`src/rtl/flatten_serializer_if.sv`:
```
// Frame-in / element-out bundle between the flattened feature source, the serializer and the FC layer.
interface flatten_serializer_if #(
  parameter int unsigned BITWIDTH = 8,
  parameter int unsigned LENGTH   = 72
);
  logic [BITWIDTH*LENGTH-1:0] frame_in;
  logic                       frame_in_valid;
  logic                       frame_in_ready;
  logic [BITWIDTH-1:0]        data_out;
  logic                       data_out_valid;
  logic                       frame_start;
  logic                       frame_last;
  logic                       busy;
  logic                       overflow;

  modport master (
    output frame_in, frame_in_valid,
    input  frame_in_ready, data_out, data_out_valid, frame_start, frame_last, busy, overflow
  );

  modport slave (
    input  frame_in, frame_in_valid,
    output frame_in_ready, data_out, data_out_valid, frame_start, frame_last, busy, overflow
  );
endinterface

```
`src/rtl/flatten_serializer.sv`:
```
// Ping-pong buffered serializer: captures whole flattened frames into two slots and
// streams them element 0 first, one element per enabled cycle, with no bubble between frames.
module flatten_serializer #(
  parameter int unsigned BITWIDTH = 8,
  parameter int unsigned LENGTH   = 72
) (
  input  logic                 clk,
  input  logic                 rst,
  input  logic                 clken,
  flatten_serializer_if.slave  bus
);
  localparam int unsigned FW = BITWIDTH * LENGTH;
  localparam int unsigned IW = (LENGTH > 1) ? $clog2(LENGTH) : 1;

  typedef enum logic {IDLE, STREAM} state_e;

  state_e              state_q, state_d;
  logic [IW-1:0]       idx_q, idx_d;
  logic [1:0]          full_q, full_d;
  logic                wr_ptr_q, wr_ptr_d;
  logic                rd_ptr_q, rd_ptr_d;
  logic [BITWIDTH-1:0] data_q, data_d;
  logic                valid_q, valid_d;
  logic                start_q, start_d;
  logic                last_q, last_d;
  logic [FW-1:0]       slot_q [2];

  logic                ready;
  logic                capture;
  logic                free_slot;
  logic [IW-1:0]       sel_idx;
  logic [FW-1:0]       cur_frame;
  logic [BITWIDTH-1:0] elem;

  assign ready     = ~(full_q[0] & full_q[1]);
  assign capture   = clken & bus.frame_in_valid & ready;
  assign cur_frame = slot_q[rd_ptr_q];
  assign elem      = cur_frame[32'(sel_idx) * BITWIDTH +: BITWIDTH];

  // Next-state and output-register logic; everything holds while clken is low.
  always_comb begin
    state_d   = state_q;
    idx_d     = idx_q;
    full_d    = full_q;
    wr_ptr_d  = wr_ptr_q;
    rd_ptr_d  = rd_ptr_q;
    data_d    = data_q;
    valid_d   = valid_q;
    start_d   = start_q;
    last_d    = last_q;
    free_slot = 1'b0;
    sel_idx   = idx_q;

    if (clken) begin
      data_d  = '0;
      valid_d = 1'b0;
      start_d = 1'b0;
      last_d  = 1'b0;

      unique case (state_q)
        IDLE: begin
          if (full_q[rd_ptr_q]) begin
            sel_idx = '0;
            data_d  = elem;
            valid_d = 1'b1;
            start_d = 1'b1;
            if (LENGTH > 1) begin
              idx_d   = IW'(1);
              state_d = STREAM;
            end else begin
              last_d    = 1'b1;
              free_slot = 1'b1;
            end
          end
        end
        STREAM: begin
          data_d  = elem;
          valid_d = 1'b1;
          start_d = (idx_q == '0);
          idx_d   = idx_q + IW'(1);
          // On the last element, chain straight into a waiting frame by wrapping idx to 0.
          if (idx_q == IW'(LENGTH - 1)) begin
            last_d    = 1'b1;
            free_slot = 1'b1;
            idx_d     = '0;
            state_d   = full_q[~rd_ptr_q] ? STREAM : IDLE;
          end
        end
        default: state_d = IDLE;
      endcase

      if (free_slot) begin
        full_d[rd_ptr_q] = 1'b0;
        rd_ptr_d         = ~rd_ptr_q;
      end
      if (capture) begin
        full_d[wr_ptr_q] = 1'b1;
        wr_ptr_d         = ~wr_ptr_q;
      end
    end
  end

  always_ff @(posedge clk) begin
    if (rst) begin
      state_q  <= IDLE;
      idx_q    <= '0;
      full_q   <= '0;
      wr_ptr_q <= 1'b0;
      rd_ptr_q <= 1'b0;
      data_q   <= '0;
      valid_q  <= 1'b0;
      start_q  <= 1'b0;
      last_q   <= 1'b0;
    end else begin
      state_q  <= state_d;
      idx_q    <= idx_d;
      full_q   <= full_d;
      wr_ptr_q <= wr_ptr_d;
      rd_ptr_q <= rd_ptr_d;
      data_q   <= data_d;
      valid_q  <= valid_d;
      start_q  <= start_d;
      last_q   <= last_d;
    end
  end

  // Slot payloads need no reset; the full flags alone decide what is live.
  always_ff @(posedge clk) begin
    if (capture) slot_q[wr_ptr_q] <= bus.frame_in;
  end

  assign bus.frame_in_ready = ready;
  assign bus.overflow       = ~rst & clken & bus.frame_in_valid & ~ready;
  assign bus.data_out       = data_q;
  assign bus.data_out_valid = valid_q;
  assign bus.frame_start    = start_q;
  assign bus.frame_last     = last_q;
  assign bus.busy           = (state_q == STREAM) | full_q[0] | full_q[1];
endmodule

```
`src/flat_wrapper.sv`:
```
// flat-port wrapper written by rule: the top's interface ports become plain ports
module flatten_serializer_flat 
#(
  parameter int unsigned BITWIDTH = 8,
  parameter int unsigned LENGTH   = 72
)
  (clk, rst, clken, bus_frame_in, bus_frame_in_valid, bus_frame_in_ready, bus_data_out, bus_data_out_valid, bus_frame_start, bus_frame_last, bus_busy, bus_overflow);
  flatten_serializer_if #(.BITWIDTH(BITWIDTH), .LENGTH(LENGTH)) bus_i ();
  input  logic clk;
  input  logic rst;
  input  logic clken;
  input wire logic [$bits(bus_i.frame_in)-1:0] bus_frame_in;
  input wire logic [$bits(bus_i.frame_in_valid)-1:0] bus_frame_in_valid;
  output wire logic [$bits(bus_i.frame_in_ready)-1:0] bus_frame_in_ready;
  output wire logic [$bits(bus_i.data_out)-1:0] bus_data_out;
  output wire logic [$bits(bus_i.data_out_valid)-1:0] bus_data_out_valid;
  output wire logic [$bits(bus_i.frame_start)-1:0] bus_frame_start;
  output wire logic [$bits(bus_i.frame_last)-1:0] bus_frame_last;
  output wire logic [$bits(bus_i.busy)-1:0] bus_busy;
  output wire logic [$bits(bus_i.overflow)-1:0] bus_overflow;
  assign bus_i.frame_in = bus_frame_in;
  assign bus_i.frame_in_valid = bus_frame_in_valid;
  assign bus_frame_in_ready = bus_i.frame_in_ready;
  assign bus_data_out = bus_i.data_out;
  assign bus_data_out_valid = bus_i.data_out_valid;
  assign bus_frame_start = bus_i.frame_start;
  assign bus_frame_last = bus_i.frame_last;
  assign bus_busy = bus_i.busy;
  assign bus_overflow = bus_i.overflow;
  flatten_serializer #(.BITWIDTH(BITWIDTH), .LENGTH(LENGTH)) u_core (.clk(clk), .rst(rst), .clken(clken), .bus(bus_i));
endmodule
```
`config.mk`:
```
export PLATFORM = sky130hd
export DESIGN_NAME = flatten_serializer_flat
export DESIGN_NICKNAME = d
export VERILOG_FILES = /design/src/rtl/flatten_serializer_if.sv /design/src/rtl/flatten_serializer.sv /design/src/flat_wrapper.sv
export SDC_FILE = /design/constraint.sdc
export NUM_CORES = 1
export LEC_CHECK = 0
export ABC_AREA = 1
export ABC_CLOCK_PERIOD_IN_PS = 90600
export CORE_ASPECT_RATIO = 0.6
export CORE_MARGIN = 4
export CORE_UTILIZATION = 45
export DETAILED_ROUTE_END_ITERATION = 7
export PLACE_DENSITY = 0.67
export SETUP_SLACK_MARGIN = 0.5
export SYNTH_ARGS = -nofsm -noshare
export SYNTH_HDL_FRONTEND = slang
export SYNTH_SLANG_ARGS = --single-unit
```
`constraint.sdc`:
```
create_clock -name clk -period 90.6 [get_ports clk]
set_clock_uncertainty 0.2 [all_clocks]
set_input_delay 22.65 -clock clk [delete_from_list [all_inputs] [get_ports clk]]
set_output_delay 22.65 -clock clk [all_outputs]
set_load 0.02 [all_outputs]
```
==> out/summary.txt, run 1 <==
GR Overflow Total -> 0
Synth unique cells -> 29
Clk sink count -> 1,176
Post-Syn Area per Cell -> 11.0 sq um
CTS Root Cell -> clkbuf_16
Layout area overhead -> 22.3%
Max Slew Vio Count -> 0
CP most frequent cell -> clkdlybuf4s50_1
CTS buffer count -> 111
Gr usage total -> 25.7%
CP bufs+invs -> 2
Number of port buffers -> 593
Share of total power in sequential cells -> 52.2%
Layout cells sized above 1 -> 4.65%
Final period util -> 52.4%
Crit-path cells -> clkdlybuf4s50_1 > nor3_1 > clkdlybuf4s50_1
Peak fanout along the critical path -> 23
Switching share of power -> 21.7%
Fmax -> 0.0211 GHz
DRT iter0 DRCs -> 4,387
Critical path's slowest cell -> clkdlybuf4s50_1
Outcome -> finished clean
Die H -> 263 um
RSZ-0062 raised after global routing -> false
Clock power frac -> 40.8%
I/O pin total -> 594
Setup violations, final -> 0
CTS Buffer Depth -> 3
Via count -> 34,578
Slew @ Worst Pin -> 1.23 ns
Largest cells by area after synthesis -> edfxtp_1 71%, nor2_1 12%, nand3_1 7.2%
Post-CTS Resized -> 0
Pre-antenna DRT Iters -> 5
Critical Path End Type -> output port
Seq cells post-synth -> 1,176
Pwr per Cell Area -> 20.1 nW/um^2
RD Place Congestion -> 0.829
Worst VDD drop -> 0.0000160 V
Crit path DAT -> 24.61 ns
Share of the synthesized area in the top cell type -> 71.2%
Syn Inst Count -> 4,419
DRC Markers -> 0
Initial antenna violation count -> 60
Synth Warn # -> 0
Min Clock Period, post-route -> 47.46 ns
Setup_tns -> 0 ns
Die Span X -> 432 um
Core Rows -> 93
CTS clock-pin slew for the worst setup and hold paths -> 0.06 ns
H-tree Lvls -> 3
Relative slew slack -> 18.0%
Post-CTS Setup Inserts -> 0
Final net count -> 5,480
Endpoints failing hold -> 0
Mapped Nets -> 5,001
Core ar. -> 107,000 sq um
Pleak -> 21.4 nW
Hpwl dp -> 96.4 mm
Vias per cell -> 5.36
Finished Core Util -> 55.5%
Mapped Area -> 48,600 sq um
Internal cell power -> 0.935 mW
Worst min path class -> reg -> reg
Psw -> 0.259 mW
Average wire per standard cell -> 23.4 um
Yosys top cell by area -> edfxtp_1
Part of the power in combinational logic -> 7.0%
Data required time of the worst path -> 67.75 ns
Critical path class -> in -> out
Initial core utilization -> 45.3%
Max cap viols -> 0
Top delay family on crit path -> buffers and inverters
Sequential area share after synthesis -> 72.2%
First-pass GRT wire length -> 213 mm
Detailed Route WL -> 151 mm
Critical Path Max Stage Delay -> 0.94 ns
Number of global-route vias before repair -> 32,060
Clk_lat worst skew -> 0.71 ns
Hold_buf cts -> 0
CTS tree -> built
Crit start category -> primary input
DIE AREA -> 113,000 sq um
Largest net degree at the start of global routing -> 187
Antenna viol nets, final -> 0
## cells by family (layout without fill, tap and decap cells)
logic type	count (synthesis)	after routing	share of synthesized area (%)
xor gates and xnor gates	1	1	0.0180
and+or+nand+nor	2854	2854	23.9
adders and majority gates	2	2	0.0515
AOI/OAI and AO/OA	91	91	1.13
DFF	1176	1176	72.2
buffers and inverters	295	868	2.67
other	0	30	0
## placed cells by master (no fill, tap or decap), drive strengths merged
| master | netlist | layout |
|---|---|---|
| a21oi | 43 | 43 |
| nand4 | 1 | 1 |
| o21ai | 12 | 12 |
| a2111oi | 1 | 1 |
| ha | 2 | 2 |
| inv | 26 | 34 |
| a31oi | 1 | 1 |
| o31ai | 23 | 23 |
| xor2 | 1 | 1 |
| edfxtp | 1152 | 1152 |
| a221oi | 2 | 2 |
| diode | 0 | 30 |
| nand3 | 695 | 695 |
| a211oi | 1 | 1 |
| buf | 141 | 42 |
| nor4 | 1 | 1 |
| bufinv | 0 | 19 |
| nor2 | 1556 | 1556 |
| dfxtp | 24 | 24 |
| clkdlybuf4s50 | 0 | 593 |
| clkinv | 0 | 39 |
| or2 | 8 | 8 |
| nand2 | 586 | 586 |
| o211ai | 8 | 8 |
| clkbuf | 128 | 133 |
| nor3 | 7 | 7 |
| clkinvlp | 0 | 8 |
## cell type report
type | count | area (sq um)
fill | 8936 | 47700
sequential | 1176 | 35100
multi-input combinational | 2948 | 12300
timing repair buffer | 635 | 6330
clock buffer | 133 | 2880
tap | 1425 | 1780
clock inverter | 74 | 882
inverter | 26 | 115
antenna | 30 | 75.1
## final timing paths
check	end	cells after the start	slack (ns)	startpoint
max	bus_overflow	3	43.14	rst
min	u_core.bus.data_out[7]	2	0.27	u_core.bus.data_out[7]
max reg2reg	u_core.bus.data_out[2]	16	84.87	u_core.full_q[0]
min reg2reg	u_core.bus.data_out[7]	2	0.27	u_core.bus.data_out[7]
## per-layer routing
metal,routed length [um],GRT usage [%],vias up
li1,-,-,16139
met1,63700,36.9,16691
met5,233,0,-
met3,14500,6.71,227
met2,68600,38.7,1481
met4,3770,7.58,40
## cells in the mapped netlist
master / instances
nor2_1: 1554
edfxtp_1: 1152
nand3_1: 695
nand2_1: 582
clkbuf_1: 128
buf_2: 110
a21oi_1: 43
dfxtp_1: 24
o31ai_1: 23
buf_1: 22
inv_1: 21
o21ai_0: 12
o211ai_1: 8
or2_2: 8
nor3_1: 7
buf_6: 5
inv_2: 5
buf_4: 4
nand2_2: 3
a221oi_1: 2
ha_1: 2
nor2_2: 2
a2111oi_0: 1
a211oi_1: 1
a31oi_1: 1
nand2_4: 1
nand4_1: 1
nor4_1: 1
xor2_1: 1
## per-stage QoR
stage,instance area [sq um],power [mW],cells,setup WS [ns],hold WS [ns]
2_1_floorplan,48600,0.687,4419,42.01,0.259
3_3_place_gp,55600,0.716,6210,43.11,0.254
3_5_place_dp,55600,0.718,6210,43.13,0.262
4_1_cts,59400,1.20,6417,43.14,0.272
5_1_grt,59400,1.23,6441,43.06,0.294
6_report,59400,1.19,6447,43.14,0.268
## state kept, by name (all words and copies together) (netlist names), named ones only
signal                     count
u_core.wr_ptr_q                1
u_core.bus.frame_last          1
u_core.bus.frame_start         1
u_core.bus.data_out_valid      1
u_core.idx_q                   7
u_core.rd_ptr_q                1
u_core.bus.data_out            8
u_core.state_q                 1
u_core.full_q                  2
u_core.slot_q               1152
## power by group through the flow
stage          registers (mW)  logic, mW  clock network [mW]
2_1_floorplan           0.652     0.0349                   0
4_1_cts                 0.623     0.0840               0.495
3_5_place_dp            0.635     0.0836                   0
6_report                0.623     0.0840               0.487
3_3_place_gp            0.634     0.0822                   0
5_1_grt                 0.624     0.0908               0.518
## worst register-to-register path, cell delays in order (launching register included)
cell	delay, ns
dfxtp_1	0.41
nand2_1	0.13
nand2_2	0.10
nand2_8	0.44
nand2_8	0.67
inv_4	0.88
buf_4	0.61
buf_4	0.60
nand3_1	0.52
nand3_1	0.29
nand3_1	0.12
nand3_1	0.11
nand3_1	0.17
nand2_1	0.11
nand2_1	0.06
nand3_1	0.07
a21oi_1	0.09
(Power assumes the default switching activity.)
==> run 2, diff against run 1 <==
--- a/config.mk
+++ b/config.mk
@@ -6,12 +6,12 @@
 export NUM_CORES = 1
 export LEC_CHECK = 0
 export ABC_AREA = 1
-export ABC_CLOCK_PERIOD_IN_PS = 90600
+export ABC_CLOCK_PERIOD_IN_PS = 38000
 export CORE_ASPECT_RATIO = 0.6
 export CORE_MARGIN = 4
 export CORE_UTILIZATION = 45
 export DETAILED_ROUTE_END_ITERATION = 7
-export PLACE_DENSITY = 0.67
+export PLACE_DENSITY = 0.69
 export SETUP_SLACK_MARGIN = 0.5
 export SYNTH_ARGS = -nofsm -noshare
 export SYNTH_HDL_FRONTEND = slang
==> constraint.sdc (replaced) <==
create_clock -name clk -period 38 [get_ports clk]
set_clock_uncertainty 0.2 [all_clocks]
set_input_delay 9.5 -clock clk [delete_from_list [all_inputs] [get_ports clk]]
set_output_delay 9.5 -clock clk [all_outputs]
set_load 0.02 [all_outputs]
==> run 2 against run 1 <==
Against the previous run:
- critical path depth is the same
- critical path type unchanged
- largest power group unchanged
- sequential share of layout area grew 0.17 points
- sequential cell count is the same
- clock power grew 130%
==> out/summary.txt, run 2 (synthesized netlist as in run 1, its figures left out) <==
Hpwl dp -> 95.7 mm
Psw -> 0.617 mW
Setup violations, final -> 0
Critical path class -> in -> out
Layout cells sized above 1 -> 4.49%
Core ar. -> 107,000 sq um
Pleak -> 21.3 nW
Die Span X -> 432 um
Core Rows -> 93
Final period util -> 55.6%
Worst min path class -> reg -> reg
Via count -> 34,623
Crit start category -> primary input
Critical Path End Type -> output port
Setup_tns -> 0 ns
Pwr per Cell Area -> 47.2 nW/um^2
Critical Path Max Stage Delay -> 0.91 ns
CTS tree -> built
Clock power frac -> 39.7%
Crit path DAT -> 11.42 ns
Hold_ws -> 0.269 ns
Share of total power in sequential cells -> 53.2%
Data required time of the worst path -> 28.30 ns
Vias per cell -> 5.37
RSZ-0062 raised after global routing -> false
Worst VDD drop -> 0.0000382 V
DRC Markers -> 0
Pre-antenna DRT Iters -> 6
CTS Buffer Depth -> 3
Layout area overhead -> 22.0%
Slew @ Worst Pin -> 1.16 ns
Fmax -> 0.0474 GHz
Max reg flops -> 1,152
RD Place Congestion -> 0.845
Worst hold endpoint -> u_core.bus.frame_start
Hold Crit Depth -> 2
Hold_buf cts -> 0
CTS Root Cell -> clkbuf_16
Switching share of power -> 22.1%
Crit-path cells -> clkdlybuf4s50_1 > nor3_1 > clkdlybuf4s50_1
First-pass GRT wire length -> 216 mm
Average wire per standard cell -> 23.5 um
DIE AREA -> 113,000 sq um
Final net count -> 5,476
Worst slack, placed -> 16.88 ns
CP most frequent cell -> clkdlybuf4s50_1
CTS clock-pin slew for the worst setup and hold paths -> 0.06 ns
CTS buffer count -> 110
Initial core utilization -> 45.3%
Fillers -> 8,922
Max cap viols -> 0
Largest net degree at the start of global routing -> 166
Initial antenna violation count -> 50
Gr usage total -> 25.9%
DRT iter0 DRCs -> 4,457
Clk_lat worst skew -> 0.73 ns
Final setup margin -> 16.88 ns
Min Clock Period, post-route -> 21.12 ns
Antenna viol nets, final -> 0
Critical R2R Capture -> u_core.bus.data_out[6]
Post-CTS Resized -> 0
Peak fanout along the critical path -> 23
Clk sink count -> 1,176
Hold path startpoint -> u_core.bus.frame_start
Cell Count, Final, Fillers Out -> 6,451
Detailed Route WL -> 151 mm
H-tree Lvls -> 3
Most frequent cells in the layout -> 1,550 x nor2_1, 1,152 x edfxtp_1, 695 x nand3_1, 593 x clkdlybuf4s50_1, 581 x nand2_1
Die H -> 263 um
Post-CTS Setup Inserts -> 0
Placed Cells -> 6,207
Critical path's slowest cell -> clkdlybuf4s50_1
Commonest non-fill, non-tap cell in the layout -> nor2_1
Outcome -> finished clean
Register-to-register setup slack -> 32.10 ns
Largest register by flop count -> u_core.slot_q
Number of port buffers -> 593
Internal cell power -> 2.18 mW
Number of global-route vias before repair -> 32,197
GR Overflow Total -> 0
Relative slew slack -> 22.5%
I/O pin total -> 594
Max Slew Vio Count -> 0
Endpoints failing hold -> 0
Finished Core Util -> 55.3%
Part of the power in combinational logic -> 7.1%
Worst Reg2Reg Path Length in Cells -> 16
run 2: cell count changes in the layout (fill, tap and decap cells not counted), moves of 2 or more:
cell        before  now
clkinvlp_4       8    4
clkinv_8         1    4
buf_4           36   32
bufinv_16       19   12
diode_2         30   38
clkbuf_1        21   26
inv_8            3    1
clkinv_2        14   21
inv_6            7    5
run 2: worst max-delay path by stage:
stage / slack [ns] / endpoint / depth (start not counted) / from
after floorplan: 2.56 / u_core.slot_q[1][0] / 4 / bus_frame_in_valid
after global placement: 16.88 / bus_overflow / 3 / rst
after detailed placement: 16.88 / bus_overflow / 3 / rst
after CTS: 16.88 / bus_overflow / 3 / rst
after global routing: 16.79 / bus_overflow / 3 / rst
final: 16.88 / bus_overflow / 3 / rst
run 2: power groups by stage:
stage	Sequential (mW)	Clock [mW]	Combinational [mW]
floorplan	1.55	0	0.0831
global route	1.49	1.19	0.216
CTS	1.49	1.13	0.200
finish	1.49	1.11	0.200
detailed placement	1.51	0	0.199
global placement	1.51	0	0.196
run 2: critical path: cells and delay by family:
kind	cells	cell delay, ns
buf+inv	2	1.56
simple gates	1	0.35
run 2: through the flow:
stage	power (mW)	instance area, sq um
6_report	2.80	59300
5_1_grt	2.89	59200
4_1_cts	2.81	59200
2_1_floorplan	1.64	48600
3_5_place_dp	1.71	55600
3_3_place_gp	1.71	55600
run 2: area by class of cell:
type                       count  area, sq um  share of cell area [%]
timing repair buffer         632         6320                    10.7
tap                         1425         1780                    3.01
inverter                      26          115                   0.194
antenna                       38         95.1                   0.160
multi-input combinational   2948        12300                    20.7
sequential                  1176        35100                    59.2
clock buffer                 137         2880                    4.85
clock inverter                69          702                    1.18
run 2: metal layers:
layer	vias up	track usage, %	share of wire [%]
li1	16162	-	-
met1	16665	37.4	42
met2	1552	39.0	46
met3	214	6.29	9.2
met4	30	8.20	2.5
met5	-	0	0.13
